### src/rtl/alu_seq_pkg.sv
// Shared opcode constants and FSM state encoding for alu_req_sequencer and alu_core.
package alu_seq_pkg;

  localparam logic [1:0] OP_INV = 2'b00;
  localparam logic [1:0] OP_ADD = 2'b01;
  localparam logic [1:0] OP_SUB = 2'b10;
  localparam logic [1:0] OP_DBL = 2'b11;

  typedef enum logic [1:0] {
    ST_IDLE = 2'd0,
    ST_EXEC = 2'd1,
    ST_RESP = 2'd2
  } seq_state_e;

endpackage

### src/rtl/alu_core.sv
// Combinational 4-op ALU (invert, add, subtract, double); all results wrap mod 2^WIDTH.
// With ALU_SEQ_FLAGS_EN defined it is built one bit wider and exports that bit as carry/borrow.
module alu_core
  import alu_seq_pkg::*;
#(
  parameter int WIDTH = 4
) (
  input  logic [WIDTH-1:0] a,
  input  logic [WIDTH-1:0] b,
  input  logic [1:0]       s,
  output logic [WIDTH-1:0] y
`ifdef ALU_SEQ_FLAGS_EN
  ,
  output logic             c
`endif
);

`ifdef ALU_SEQ_FLAGS_EN
  // The extra top bit is the carry for add, the borrow for subtract and the shifted-out MSB for double.
  logic [WIDTH:0] ext;

  always_comb begin
    ext = '0;
    case (s)
      OP_INV:  ext = {1'b0, ~a};
      OP_ADD:  ext = {1'b0, a} + {1'b0, b};
      OP_SUB:  ext = {1'b0, a} - {1'b0, b};
      OP_DBL:  ext = {a, 1'b0};
      default: ext = '0;
    endcase
  end

  assign y = ext[WIDTH-1:0];
  assign c = ext[WIDTH];
`else
  always_comb begin
    y = '0;
    case (s)
      OP_INV:  y = ~a;
      OP_ADD:  y = a + b;
      OP_SUB:  y = a - b;
      OP_DBL:  y = a << 1;
      default: y = '0;
    endcase
  end
`endif

endmodule

### src/rtl/alu_req_sequencer.sv
// Round-robin sequencer sharing one alu_core between N_REQ valid/ready requesters.
// Optional carry/borrow output res_C is enabled by defining ALU_SEQ_FLAGS_EN.
module alu_req_sequencer
  import alu_seq_pkg::*;
#(
  parameter int WIDTH = 4,
  parameter int N_REQ = 2,
  parameter int ID_W  = $clog2(N_REQ)
) (
  input  logic                   clk,
  input  logic                   rst_n,
  input  logic [N_REQ-1:0]       req_valid,
  output logic [N_REQ-1:0]       req_ready,
  input  logic [N_REQ*WIDTH-1:0] req_A,
  input  logic [N_REQ*WIDTH-1:0] req_B,
  input  logic [N_REQ*2-1:0]     req_S,
  output logic                   res_valid,
  input  logic                   res_ready,
  output logic [WIDTH-1:0]       res_Y,
  output logic [ID_W-1:0]        res_id
`ifdef ALU_SEQ_FLAGS_EN
  ,
  output logic                   res_C
`endif
);

  // First valid requester found scanning circularly from ptr.
  function automatic logic [ID_W-1:0] rr_pick(input logic [N_REQ-1:0] valid,
                                                input logic [ID_W-1:0]  ptr);
    logic [ID_W-1:0] pick;
    logic            found;
    int              idx;
    pick  = ptr;
    found = 1'b0;
    for (int k = 0; k < N_REQ; k++) begin
      idx = (int'(ptr) + k) % N_REQ;
      if (!found && valid[idx]) begin
        found = 1'b1;
        pick  = ID_W'(idx);
      end
    end
    return pick;
  endfunction

  seq_state_e       state_q, state_d;
  logic [ID_W-1:0]  rr_ptr_q, rr_ptr_d;
  logic [WIDTH-1:0] a_q, a_d;
  logic [WIDTH-1:0] b_q, b_d;
  logic [1:0]       s_q, s_d;
  logic [ID_W-1:0]  id_q, id_d;
  logic             res_valid_q, res_valid_d;
  logic [WIDTH-1:0] res_y_q, res_y_d;
  logic [ID_W-1:0]  res_id_q, res_id_d;
  logic [ID_W-1:0]  grant_id;
  logic [ID_W-1:0]  rr_next;
  logic [WIDTH-1:0] alu_y;
`ifdef ALU_SEQ_FLAGS_EN
  logic             res_c_q, res_c_d;
  logic             alu_c;
`endif

  assign grant_id = rr_pick(req_valid, rr_ptr_q);
  assign rr_next  = (res_id_q == ID_W'(N_REQ - 1)) ? '0 : res_id_q + 1'b1;

  alu_core #(.WIDTH(WIDTH)) u_alu (
    .a (a_q),
    .b (b_q),
    .s (s_q),
    .y (alu_y)
`ifdef ALU_SEQ_FLAGS_EN
    ,
    .c (alu_c)
`endif
  );

  // Grant is gated by rst_n so no requester sees an accept while reset is held.
  always_comb begin
    req_ready = '0;
    if (rst_n && state_q == ST_IDLE && |req_valid) req_ready[grant_id] = 1'b1;
  end

  // NOTE: every always_comb output gets a default first so no path leaves it unassigned (no latches).
  always_comb begin
    state_d     = state_q;
    rr_ptr_d    = rr_ptr_q;
    a_d         = a_q;
    b_d         = b_q;
    s_d         = s_q;
    id_d        = id_q;
    res_valid_d = res_valid_q;
    res_y_d     = res_y_q;
    res_id_d    = res_id_q;
`ifdef ALU_SEQ_FLAGS_EN
    res_c_d     = res_c_q;
`endif
    case (state_q)
      ST_IDLE: begin
        if (|req_valid) begin
          a_d     = req_A[int'(grant_id)*WIDTH +: WIDTH];
          b_d     = req_B[int'(grant_id)*WIDTH +: WIDTH];
          s_d     = req_S[int'(grant_id)*2 +: 2];
          id_d    = grant_id;
          state_d = ST_EXEC;
        end
      end
      ST_EXEC: begin
        res_y_d     = alu_y;
`ifdef ALU_SEQ_FLAGS_EN
        res_c_d     = alu_c;
`endif
        res_id_d    = id_q;
        res_valid_d = 1'b1;
        state_d     = ST_RESP;
      end
      ST_RESP: begin
        if (res_ready) begin
          res_valid_d = 1'b0;
          rr_ptr_d    = rr_next;
          state_d     = ST_IDLE;
        end
      end
      default: state_d = ST_IDLE;
    endcase
  end

  // NOTE: sequential state uses non-blocking assignments so all flops update together at the edge.
  always_ff @(posedge clk or negedge rst_n) begin
    if (!rst_n) begin
      state_q     <= ST_IDLE;
      rr_ptr_q    <= '0;
      a_q         <= '0;
      b_q         <= '0;
      s_q         <= OP_INV;
      id_q        <= '0;
      res_valid_q <= 1'b0;
      res_y_q     <= '0;
      res_id_q    <= '0;
`ifdef ALU_SEQ_FLAGS_EN
      res_c_q     <= 1'b0;
`endif
    end else begin
      state_q     <= state_d;
      rr_ptr_q    <= rr_ptr_d;
      a_q         <= a_d;
      b_q         <= b_d;
      s_q         <= s_d;
      id_q        <= id_d;
      res_valid_q <= res_valid_d;
      res_y_q     <= res_y_d;
      res_id_q    <= res_id_d;
`ifdef ALU_SEQ_FLAGS_EN
      res_c_q     <= res_c_d;
`endif
    end
  end

  assign res_valid = res_valid_q;
  assign res_Y     = res_y_q;
  assign res_id    = res_id_q;
`ifdef ALU_SEQ_FLAGS_EN
  assign res_C     = res_c_q;
`endif

endmodule

### config.mk
export PLATFORM = sky130hd
export DESIGN_NAME = alu_req_sequencer
export DESIGN_NICKNAME = d
export VERILOG_FILES = /design/src/rtl/alu_seq_pkg.sv /design/src/rtl/alu_core.sv /design/src/rtl/alu_req_sequencer.sv
export SDC_FILE = /design/constraint.sdc
export NUM_CORES = 1
export LEC_CHECK = 0
export ABC_CLOCK_PERIOD_IN_PS = 4200
export CAP_MARGIN = 10
export CORE_MARGIN = 3
export CORE_UTILIZATION = 50
export DETAILED_ROUTE_END_ITERATION = 8
export MAX_ROUTING_LAYER = met4
export PLACE_DENSITY_LB_ADDON = 0.08
export SLEW_MARGIN = 20
export SYNTH_ARGS = -nofsm -noshare
export SYNTH_HDL_FRONTEND = slang
export SYNTH_SLANG_ARGS = --single-unit
### constraint.sdc
create_clock -name clk -period 4.2 [get_ports clk]
set_clock_uncertainty 0.05 [all_clocks]
set_input_delay 0.63 -clock clk [delete_from_list [all_inputs] [get_ports clk]]
set_output_delay 0.63 -clock clk [all_outputs]
set_load 0.01 [all_outputs]
### Word-level counts from Yosys, hierarchy flattened

Cells that the tools add are included.

* register bits: 20
* latch bits: 0
* memory bits (writable): 0
* bits in read-only memories: 0
* output and inout bits: 8
* word-level logic and storage cells: 59
* memories: 0

* add/subtract/negate cells: 4
* multipliers: 0
* divide/modulo/power cells: 0
* $lt $le $gt $ge: 4
* equality and inequality tests: 7
* shifts and indexed selects: 3
* muxes and demuxes: 17
* bitwise operators: 2
* reduce and logical (&&, ||, !) cells: 13

Operator list (number)
* 4-bit one-hot mux with 4 select lines: 1
* 8-bit by 4-bit variable part select with 4-bit output: 2
* 1-bit 2-to-1 mux: 10
* 2-bit AND reduction: 4
* 2-bit == test, second input constant: 3
* 2-bit 2-to-1 mux: 3
* 2-bit one-hot mux with 3 select lines: 1
* 4-bit adder: 1
* 2-bit by 1-bit == test with 1-bit output, second input constant: 2
* 1-bit logical AND: 4
* 2-bit logical NOT: 2
* 1-bit by 2-bit < comparator with 1-bit output, second input constant: 2
* 4-bit NOT: 1
* 4-bit by 3-bit variable part select with 2-bit output: 1
* 4-bit subtractor: 1
* 2-bit by 3-bit < comparator with 1-bit output, second input constant: 1
* 1-bit adder, second input constant: 2
* 2-bit by 1-bit inequality test with 1-bit output, second input constant: 1
* 2-bit inequality test, second input constant: 1
* 1-bit one-hot mux with 2 select lines: 1
* 2-bit nonzero test: 1
* 2-bit OR reduction: 1
* 1-bit AND, first input constant: 1
* 1-bit demux with 1-bit select: 1
* 2 further kinds: 2

### Longest topological paths before layout

* word-level depth: 12
* mapped depth: 9

### Cells and area by module

Synthesis repeated with hierarchy kept, for this count alone.

* cell total of the unflattened synthesis: 136
* area, all modules: 1335.0 um^2

Modules (own cells, without submodules)
* alu_req_sequencer: instances 1, cells an instance 96, area an instance 1009.7 um^2, sequential area each 500.5 um^2
* alu_core: instances 1, cells an instance 40, area an instance 325.3 um^2, sequential area each 0.0 um^2

### Worst setup path before layout

No wires, ideal clock.

* kind: input to output
* from: input port req_valid[0]
* to: output port req_ready[0]
* arrival time: 1.490 ns
* data required time: 3.520 ns
* slack: 2.030 ns
* stages: 5
* buffers on the path: 1
* cell sequence: nor2_1 -> nor3_1 -> buf_2 -> nand2_1 -> nor2_1

* word-level cells in the longest chain between the ends: 11

Ends and longest elaborated chain
* from (decl): RTL line alu_req_sequencer.sv:12 `input logic [N_REQ-1:0] req_valid,`
* 1-bit 2-to-1 mux (not written as such) (2 in a row): RTL line alu_req_sequencer.sv:37 `if (!found && valid[idx]) begin`
* 1-bit 2-to-1 mux: RTL line alu_req_sequencer.sv:37
* 1-bit logical NOT: RTL line alu_req_sequencer.sv:37
* 1-bit logical AND: RTL line alu_req_sequencer.sv:37
* 1-bit 2-to-1 mux: RTL line alu_req_sequencer.sv:37
* 1-bit by 2-bit < comparator with 1-bit output (not written as such) or 1-bit >= comparator (tied branches): RTL line alu_req_sequencer.sv:79 `if (rst_n && state_q == ST_IDLE && |req_valid) req_ready[grant_id] = 1'b1;`
* 1-bit logical AND (not written as such): RTL line alu_req_sequencer.sv:79
* 1-bit 2-to-1 mux (not written as such): RTL line alu_req_sequencer.sv:79
* 1-bit demux with 1-bit select: RTL line alu_req_sequencer.sv:79
* 2-bit 2-to-1 mux (*): RTL line alu_req_sequencer.sv:79
* to (decl): RTL line alu_req_sequencer.sv:13 `output logic [N_REQ-1:0] req_ready,`

Every way passes the cells marked *; elsewhere a longest branch is shown, timed or not. The select of a mux whose other input is x is not followed.

### Worst setup path in the final report

* from: input port req_valid[1]
* to: output port req_ready[1]

Same word-level chain as after synthesis.

==> reports/metrics.cfg <==
[outcome]
outcome=completed

[detailed_routing]
drtIter0Drc=16
firstDrtPassIters=4
via_per_inst=5.29
wl_per_cell_microns=12.9
ant_nets=0
drc=0
routed_wl_microns=2350
vias=963

[clocking]
clock_latency_ns=0.30
cts_tree=done
cts-root-buf=clkbuf_4
holdBufCountCts=0
cts-buffers-inserted=3
post_cts.repair.setup_buffers=0
cts.repair.resized=0
ctsLongestPathBuffers=2
clk_pin_slew_ns=0.11
htreeDepth=1
clkSinkCount=20

[synthesis]
synth_top_area_share_pct=43.0
synth_area_per_cell_sq_um=9.63
ys_top_cells_by_area=dfrtp_1 43%, mux2i_1 8.6%, ha_1 7.5%
ys_warn_count=0
synth_nets=154
seq_area_frac_synth_pct=43.0
synth_seq_cells=20
syn-cell-area_sq_um=1160
synth-edff-count=0
synth.largest_area_cell=dfrtp_1
synth_cell_type_count=31
syn_inst=121
synth_ff_type=dfrtp_1
async_reset_ff_share_pct=100

[floorplan]
initial_utilization_pct=55.9
ios=33
die_y_microns=54.3
die_w_microns=54.3
core_area_sq_um=2080
rows=16
dieArea_sq_um=2940

[layout]
drive_above_1_share_pct=7.10
most-common-layout-cells=32 x clkdlybuf4s50_1, 20 x dfrtp_1, 15 x a21oi_1, 14 x nor2_1, 10 x mux2i_1
final_cells=182
final_common_cell=clkdlybuf4s50_1
syn_to_final_growth_pct=35.2
nets=189
diodes=0

[critical_path]
critPathLaunch=req_valid[1]
crit_chain=clkdlybuf4s50_1 > nor2_1 > nor3_2 > buf_4 > and3_1 > clkdlybuf4s50_1
startpoint_type=primary input
crit_path_top_delay_cell=clkdlybuf4s50_1
rr_startpoint=s_q[0]
cp-end-kind=primary output
critPathMaxStageDelay_ns=0.53
crit_path_frequent_cell=clkdlybuf4s50_1
worst-path-buf-inv=3
worstPathArrival_ns=2.28
cp_max_fo=24
crit_family=buffers and inverters
cp.required_ns=3.52
critPathKind=in -> out

[power_and_ir_drop]
p_leak_nw=0.714
peakVddDrop_v=0.000411
p_per_area_nw_per_um2=758

[global_routing]
grt_max_degree=25
antenna_found_initial=0
grt_pass1_wl_microns=3980
grt_pass1_vias=922
grt_use_total_pct=19.8
grt_remaining_overflow=0

[place]
place.gp.congestion=0.841
dp_cells=178
port_buffers=32
dp_hpwl_microns=1900
pre_cts_ws_ns=1.22

[run]
max_cap_viol_count=0

[sta]
maxSlewViolCount=0
tightest_slew_ns=0.298
clock.fmax_mhz=338
finalWorstSetupSlack_ns=1.24
hold_viol_final=0
period_minus_slack_ns=2.96
setup_violations=0
max_slew_margin_pct=80.0
post-route-period-util_pct=70.5
rsz0062_at_grt=no
setup_tns_ns=0

[min_path]
min-delay-start=res_id
worstHoldPathType=reg -> reg

per-stage QoR:
stage / hold WS, ns / utilization (%) / total power [mW] / area [sq um]
4_1_cts: 0.445 / 75.7 / 1.21 / 1580
3_5_place_dp: 0.430 / 73.1 / 1.05 / 1520
5_1_grt: 0.478 / 75.7 / 1.32 / 1580
6_report: 0.440 / 75.7 / 1.19 / 1580
2_1_floorplan: 0.284 / - / 0.839 / 1160
3_3_place_gp: 0.407 / 73.1 / 1.01 / 1520
flip-flops by register name, indices dropped and copies added, names as in the netlist:
signal / count
b_q: 4
state_q: 2
res_id: 1
s_q: 2
res_valid: 1
a_q: 4
res_Y: 4
id_q: 1
rr_ptr_q: 1
final timing paths:
path                           endpoint  slack (ns)  depth (start not counted)
setup reg to reg               res_Y[1]        1.90                          8
min in group asynchronous      res_Y[3]        0.61                          2
hold reg to reg                rr_ptr_q        0.44                          1
hold / removal                 rr_ptr_q        0.44                          1
setup / recovery           req_ready[1]        1.24                          6
max in group asynchronous        a_q[2]        3.28                          2
routing by layer:
| metal | wire, microns | track usage [%] |
|---|---|---|
| met1 | 1020 | 22.4 |
| met2 | 1200 | 34.9 |
| met3 | 121 | 5.72 |
| met4 | 8 | 3.73 |
| met5 | 0 | - |
layout make-up:
cell class | count | area [sq um]
Tap cell | 27 | 33.8
Inverter | 9 | 33.8
Clock buffer | 3 | 22.5
Fill cell | 168 | 507
Sequential cell | 20 | 500
Clock inverter | 1 | 30.0
Multi-Input combinational cell | 87 | 612
Timing Repair Buffer | 35 | 343
power by group:
part	switching, mW	leakage, nW	internal, mW
Combinational	0.321	0.454	0.340
Sequential	0.0879	0.233	0.288
Clock	0.0602	0.0279	0.0965
Total	0.469	0.714	0.724
synthesized netlist by cell type, types with 2 or more instances:
library cell / number
nor2b_1: 2
mux2i_1: 10
a211oi_1: 3
nor3_1: 2
clkbuf_1: 3
ha_1: 7
dfrtp_1: 20
mux2_2: 3
a21o_1: 2
a221oi_1: 2
nand2_1: 6
xnor2_1: 3
o21ai_0: 4
nand2b_1: 2
nor2_1: 14
a21oi_1: 15
inv_1: 9
logic make-up after synthesis:
family	share of synthesized area [%]
AOI/OAI and AO/OA	16.3
xor gates and xnor gates	2.26
adders and majority gates	9.24
buffers and inverters	4.94
DFF	43.0
muxes	11.5
and+or+nand+nor	12.8
(Power assumes the default switching activity.)
